[config.mk]
export PLATFORM = sky130hd
export DESIGN_NAME = biriscv_fetch_ctrl
export DESIGN_NICKNAME = d
export VERILOG_FILES = /design/src/rtl/biriscv_fetch_ctrl.sv
export SDC_FILE = /design/constraint.sdc
export NUM_CORES = 1
export LEC_CHECK = 0
export CORE_AREA = 10 10 146 148
export DETAILED_ROUTE_END_ITERATION = 8
export DIE_AREA = 0 0 156 158
export GPL_TIMING_DRIVEN = 0
export PLACE_DENSITY = 0.79
export SYNTH_ARGS = -nofsm -noshare
export SYNTH_HDL_FRONTEND = slang
export SYNTH_SLANG_ARGS = --single-unit
[constraint.sdc]
create_clock -name clk_i -period 7.4 [get_ports clk_i]
set_clock_uncertainty 0.05 [all_clocks]
set_input_delay 1.85 -clock clk_i [delete_from_list [all_inputs] [get_ports clk_i]]
set_output_delay 1.85 -clock clk_i [all_outputs]
set_load 0.03 [all_outputs]
[src/rtl/biriscv_fetch_ctrl.sv]
// Fetch stage: drives the fetch PC, keeps one I-cache read in flight, and hands each
// response to decode through a single skid register. Redirects drop stale responses.
module biriscv_fetch_ctrl #(
  parameter logic [31:0] RESET_PC = 32'h8000_0000
) (
  input  logic        clk_i,
  input  logic        rst_i,
  input  logic        branch_request_i,
  input  logic [31:0] branch_pc_i,
  input  logic [31:0] next_pc_f_i,
  input  logic [1:0]  next_taken_f_i,
  input  logic        icache_accept_i,
  input  logic        icache_valid_i,
  input  logic [63:0] icache_inst_i,
  input  logic        icache_error_i,
  input  logic        icache_page_fault_i,
  output logic        icache_rd_o,
  output logic [31:0] icache_pc_o,
  output logic [31:0] pc_f_o,
  output logic        fetch_valid_o,
  output logic [63:0] fetch_instr_o,
  output logic [31:0] fetch_pc_o,
  output logic [1:0]  fetch_pred_branch_o,
  output logic        fetch_fault_fetch_o,
  output logic        fetch_fault_page_o,
  input  logic        fetch_accept_i
);

  typedef enum logic [1:0] {S_REQ, S_WAIT, S_DROP, S_HALT} state_t;

  state_t      state_q;
  logic [31:0] pc_q;
  logic [31:0] req_pc_q;
  logic [1:0]  req_pred_q;

  logic        skid_valid_q;
  logic [63:0] skid_inst_q;
  logic [31:0] skid_pc_q;
  logic [1:0]  skid_pred_q;
  logic        skid_err_q;
  logic        skid_pf_q;

  logic [31:0] pc_aligned;
  logic        issue;
  logic        resp_load;
  logic        resp_fault;

  assign pc_aligned = {pc_q[31:3], 3'b000};

  // A new read goes out only when the skid will be free to take its response.
  assign icache_rd_o = !rst_i && !branch_request_i && (state_q == S_REQ) &&
                       (!skid_valid_q || fetch_accept_i);
  assign issue       = icache_rd_o && icache_accept_i;
  assign resp_load   = (state_q == S_WAIT) && icache_valid_i && !branch_request_i;
  assign resp_fault  = icache_error_i || icache_page_fault_i;

  assign icache_pc_o = pc_aligned;
  assign pc_f_o      = pc_q;

  always_ff @(posedge clk_i or posedge rst_i) begin
    if (rst_i) begin
      state_q    <= S_REQ;
      pc_q       <= RESET_PC;
      req_pc_q   <= 32'b0;
      req_pred_q <= 2'b00;
    end else if (branch_request_i) begin
      pc_q <= branch_pc_i;
      // A response still owed by the cache must be swallowed before fetching again.
      if (((state_q == S_WAIT) || (state_q == S_DROP)) && !icache_valid_i)
        state_q <= S_DROP;
      else
        state_q <= S_REQ;
    end else begin
      case (state_q)
        S_REQ: begin
          if (issue) begin
            req_pc_q   <= pc_q;
            req_pred_q <= next_taken_f_i;
            pc_q       <= (|next_taken_f_i) ? next_pc_f_i : pc_aligned + 32'd8;
            state_q    <= S_WAIT;
          end
        end
        S_WAIT: begin
          if (icache_valid_i)
            state_q <= resp_fault ? S_HALT : S_REQ;
        end
        S_DROP: begin
          if (icache_valid_i)
            state_q <= S_REQ;
        end
        default: state_q <= S_HALT;
      endcase
    end
  end

  always_ff @(posedge clk_i or posedge rst_i) begin
    if (rst_i) begin
      skid_valid_q <= 1'b0;
      skid_inst_q  <= 64'b0;
      skid_pc_q    <= 32'b0;
      skid_pred_q  <= 2'b00;
      skid_err_q   <= 1'b0;
      skid_pf_q    <= 1'b0;
    end else if (branch_request_i) begin
      skid_valid_q <= 1'b0;
    end else if (resp_load) begin
      skid_valid_q <= 1'b1;
      skid_inst_q  <= resp_fault ? 64'b0 : icache_inst_i;
      skid_pc_q    <= req_pc_q;
      skid_pred_q  <= req_pred_q;
      skid_err_q   <= icache_error_i;
      skid_pf_q    <= icache_page_fault_i;
    end else if (fetch_accept_i) begin
      skid_valid_q <= 1'b0;
    end
  end

  assign fetch_valid_o       = skid_valid_q;
  assign fetch_instr_o       = skid_inst_q;
  assign fetch_pc_o          = skid_pc_q;
  assign fetch_pred_branch_o = skid_pred_q;
  assign fetch_fault_fetch_o = skid_err_q;
  assign fetch_fault_page_o  = skid_pf_q;

endmodule

* After elaboration in Yosys (flattened, before gate mapping)
Index checks and enable logic that the tools add are counted. W data, S select, Z words.
Operators by class: bitwise operators 1, muxes and demuxes 15, reductions and logical operators 23, eq/ne operators 5, add/subtract/negate cells 1
Operators with widths (count):
- $mux W32 | 4
- $mux W64 | 1
- $add A32 B4 Y32 const B | 1
- $mux W2 | 6
- $ne A3 B3 Y1 const B | 3
- $logic_and A1 B1 Y1 | 7
- $pmux W2 S3 | 1
- $reduce_and A3 Y1 | 2
- $logic_not A1 Y1 | 4
- $reduce_and A2 Y1 | 2
- $reduce_bool A2 Y1 | 2
- $logic_or A1 B1 Y1 | 3
- $mux W1 | 3
- $reduce_bool A3 Y1 | 1
- $eq A2 B1 Y1 const B | 1
- $eq A2 B2 Y1 const B | 1
- $logic_not A2 Y1 | 1
- $reduce_or A2 Y1 | 1
- $not A1 Y1 | 1
Word-level totals: bits of input ports 138, bits in registers 169, output and inout bits 166, word-level logic and storage cells 55

* Longest topological paths before layout
word-level depth 8, depth in mapped cells 8

* Least setup slack after synthesis
Ideal clock, no wire load.
path kind input-to-output, from input port branch_request_i, to output port icache_rd_o, cell stages on the path 2, data required time 5.500 ns, buffers on the path 0, arrival 2.316 ns, setup slack 3.184 ns, path through nor2_1 -> and3_1
Between the ends: cells in the longest elaborated chain, start to end 4
RTL lines:
- start: declaration | RTL line 8 | input logic branch_request_i,
- $logic_not A1 Y1 | RTL line 51 | assign icache_rd_o = !rst_i && !branch_request_i && (state_q == S_REQ) &&
- $logic_and A1 B1 Y1 (3 in series) | RTL line 51
- end: declaration | RTL line 17 | output logic icache_rd_o,
Every way passes these cells.

* Worst setup path in the final report
Ends and elaborated chain as after synthesis.

==> metrics <==
outcome=finished, final reports clean; Post-CTS Setup Inserts=0; Mapped Cells=838; H-tree depth=4; global-route wire length before repair=44.22 mm; R2R setup slack=4720 ps; initial antenna violation count=0; Initial DRC Count=456; number of global-route vias before repair=7716; # diodes=0; placed insts=1375; I/O pin count=304; post-route ant nets=0; Synth Register Bits=169; post-synth top area cell=dfrtp_1; share of layout cells above drive strength 1=0.1194; min cycle time layout=5341 ps; routed vias=7454; Leak=5.216 nW; Final Core Density=0.6407; switching part of the total power=0.4058; Clock Path Buffers=2; Area Overhead vs Synth=49.27%; number of port buffers=300; R2R cell count=7; library cells used by synthesis=57; clock power share=0.206; Ys Warns=0; WHS Endpoint=req_pc_q[13]$_DFFE_PP0P_; CTS tree=yes; Nets=1303; Synth async-reset ratio=1.000; RSZ-0062 raised after global routing=false; grt total ovfl=0; worst-margin pin slew=801.3 ps; Worst EP arrival=3440 ps; clk slew on worst S/H paths=60 ps; VDD IR max=0.1746 mV; Root Driver=clkbuf_16; vias per cell=5.298; EDFF count, synth=0; Die X=156 um; final setup fails=0; per-cell routed wire length=20.52 um; Crit Reg-Reg Endpoint=pc_f_o[13]$_DFFE_PP0P_; worst hold stages=2; Synth top area share=0.5307; Synth area leaders=dfrtp_1, nand2_1, mux2_2, o21ai_0, buf_4; final worst-path cycle share=0.7218; core region area=0.01846 mm^2; Crit Path Class=primary input to output port; Initial Utilization=0.4292; Routed WL=28.87 mm; maxcap violations=0; Final HPWL DP=22.16 mm; Final Total Pwr=4.212 mW; HP Class=flop to flop; synthesized area=0.007921 mm^2; Site Rows=50; post-cts gate resize count=0; Hold Buf Count CTS=0; pin count of the biggest net entering global routing=90; TritonRoute pass-1 iters=5; Crit Reg-Reg Startpoint=state_q[0]$_DFFE_PP0P_; Pint=2.503 mW; Clock Latency Late Sink=430 ps; final non-filler cell total=1407; clk sinks=169; sequential power share=0.353; WP data required=5500 ps; combinational share of power=0.441; die area=0.02465 mm^2; Final Max Slew Viols=0; DRC=0; Vert. Die Dim=158 um; Crit. End Element=output port; Psw=1.709 mW; Fmax=187.2 MHz; min-delay src=req_pc_q[13]$_DFFE_PP0P_; crit path launch type=primary input; Overall Global Routing Usage=0.2298; mean area per synthesized cell=9.453 um^2; Slew headroom=0.4638; Seq/Total Area, Yosys=0.5340; power density over cell area=356.3 mW/mm^2; top_reg_cell synth=dfrtp_1; number of CTS-inserted buffers=17; final hold violations=0; GP Congestion=0.9117; CP Max Fanout=4
[stage by stage]
| stage | hold WS (ps) | setup TNS, ps | cell area [um^2] | setup slack [ps] |
|---|---|---|---|---|
| after floorplan | 391.7 | 0 | 7929 | 926.6 |
| after global placement | 404.7 | -253410 | 11220 | -1519 |
| after detailed placement | 409.2 | 0 | 11260 | 2065 |
| after CTS | 427.3 | 0 | 11820 | 2058 |
| after global routing | 446.0 | 0 | 11820 | 2022 |
| final | 422.6 | 0 | 11820 | 2059 |
[power groups by stage]
stage | clock (mW) | sequential, mW | combinational [mW]
2_1_floorplan | 0 | 1.95 | 0.550
3_3_place_gp | 0 | 1.49 | 1.84
5_1_grt | 0.919 | 1.53 | 1.99
6_report | 0.868 | 1.49 | 1.86
4_1_cts | 0.879 | 1.49 | 1.88
3_5_place_dp | 0 | 1.50 | 1.87
[critical path, stage by stage]
cell,delay (ps)
clkdlybuf4s50_1,530
nor2_1,220
and3_1,180
clkdlybuf4s50_1,670
[worst max-delay path by stage]
| stage | slack, ps | end | start | depth (start not counted) |
|---|---|---|---|---|
| final | 2060 | icache_rd_o | branch_request_i | 4 |
| after global routing | 2020 | icache_rd_o | branch_request_i | 4 |
| after CTS | 2060 | icache_rd_o | branch_request_i | 4 |
| after detailed placement | 2070 | icache_rd_o | branch_request_i | 4 |
| after global placement | -1520 | fetch_pc_o[26]$_DFFE_PP0P_ | rst_i | 2 |
| after floorplan | 930 | fetch_fault_fetch_o$_DFFE_PP0P_ | rst_i | 1 |
[registers in the layout (all words and copies together), names as in the netlist]
name	count
fetch_fault_fetch_o	1
pc_f_o	32
fetch_pred_branch_o	2
req_pred_q	2
state_q	2
req_pc_q	32
fetch_valid_o	1
fetch_instr_o	64
fetch_pc_o	32
fetch_fault_page_o	1
[cells in the mapped netlist (3+ instances only)]
master	number
buf_4	34
o211ai_1	4
o21ai_0	80
nand4_2	3
a221oi_1	4
buf_2	21
xnor2_1	3
a22oi_1	7
o221ai_1	8
and4_1	3
inv_1	15
a221o_1	4
nand3_1	15
mux2i_1	4
nand4_1	8
mux2_2	38
and3_1	13
ha_1	5
clkbuf_1	29
buf_1	4
xor2_1	12
nand2_1	260
dfrtp_1	168
a222oi_1	3
nor3_1	5
nor2_1	27
o31a_1	3
a21oi_1	18
nand2b_1	5
[cell families (layout without fill, tap and decap cells)]
logic type               count (synthesis)  in the layout  synth area share
AO/OA/AOI/OAI                          146            146            0.1139
XOR/XNOR                                15             15           0.01659
adder cells (fa/ha/maj)                  5              5          0.007898
buffers and inverters                  103            436           0.06823
flip-flops                             169            169            0.5340
multiplexers                            42             42           0.05907
other                                    1              3         0.0004734
AND/OR/NAND/NOR                        357            357            0.1998
[metal layers]
metal  vias up  share of wire  global-route usage  routed length [um]
met5         -              0                   0                   0
met2       390           0.49              0.3950               14010
met3        52           0.12             0.09308                3355
met1      3564           0.38              0.2536               10920
met4         0          0.021             0.07599                 592
li1       3448              -                   -                   -
[layout by cell type (no fill, tap or decap), types with 4 or more instances in the layout]
cell / Yosys / layout
mux2i_1: 4 / 4
and3_1: 13 / 13
a21oi_1: 18 / 18
mux2_2: 38 / 38
nor3_1: 5 / 5
nor2_1: 27 / 27
clkbuf_16: 0 / 17
xor2_1: 12 / 12
inv_8: 0 / 5
a221o_1: 4 / 4
nand4_1: 8 / 8
inv_1: 15 / 14
o221ai_1: 8 / 8
ha_1: 5 / 5
dfrtp_1: 168 / 168
o211ai_1: 4 / 4
nand3_1: 15 / 15
buf_4: 34 / 34
clkbuf_1: 29 / 29
a221oi_1: 4 / 4
clkdlybuf4s50_1: 0 / 300
buf_1: 4 / 4
o21ai_0: 80 / 80
nand2b_1: 5 / 5
a22oi_1: 7 / 7
inv_6: 0 / 7
buf_2: 21 / 21
nand2_1: 260 / 260
[cell type report]
| type | count | area (um^2) |
|---|---|---|
| flip-flops and latches | 169 | 4230 |
| clock inverters | 14 | 125.1 |
| fillers | 1593 | 6631 |
| clock buffers | 18 | 439.2 |
| plain buffers | 88 | 484.2 |
| multi-input cells | 568 | 3158 |
| repair buffers | 301 | 3030 |
| well taps | 234 | 292.8 |
| inverters | 15 | 63.81 |
Note: power is estimated with default switching activity, not from simulation.
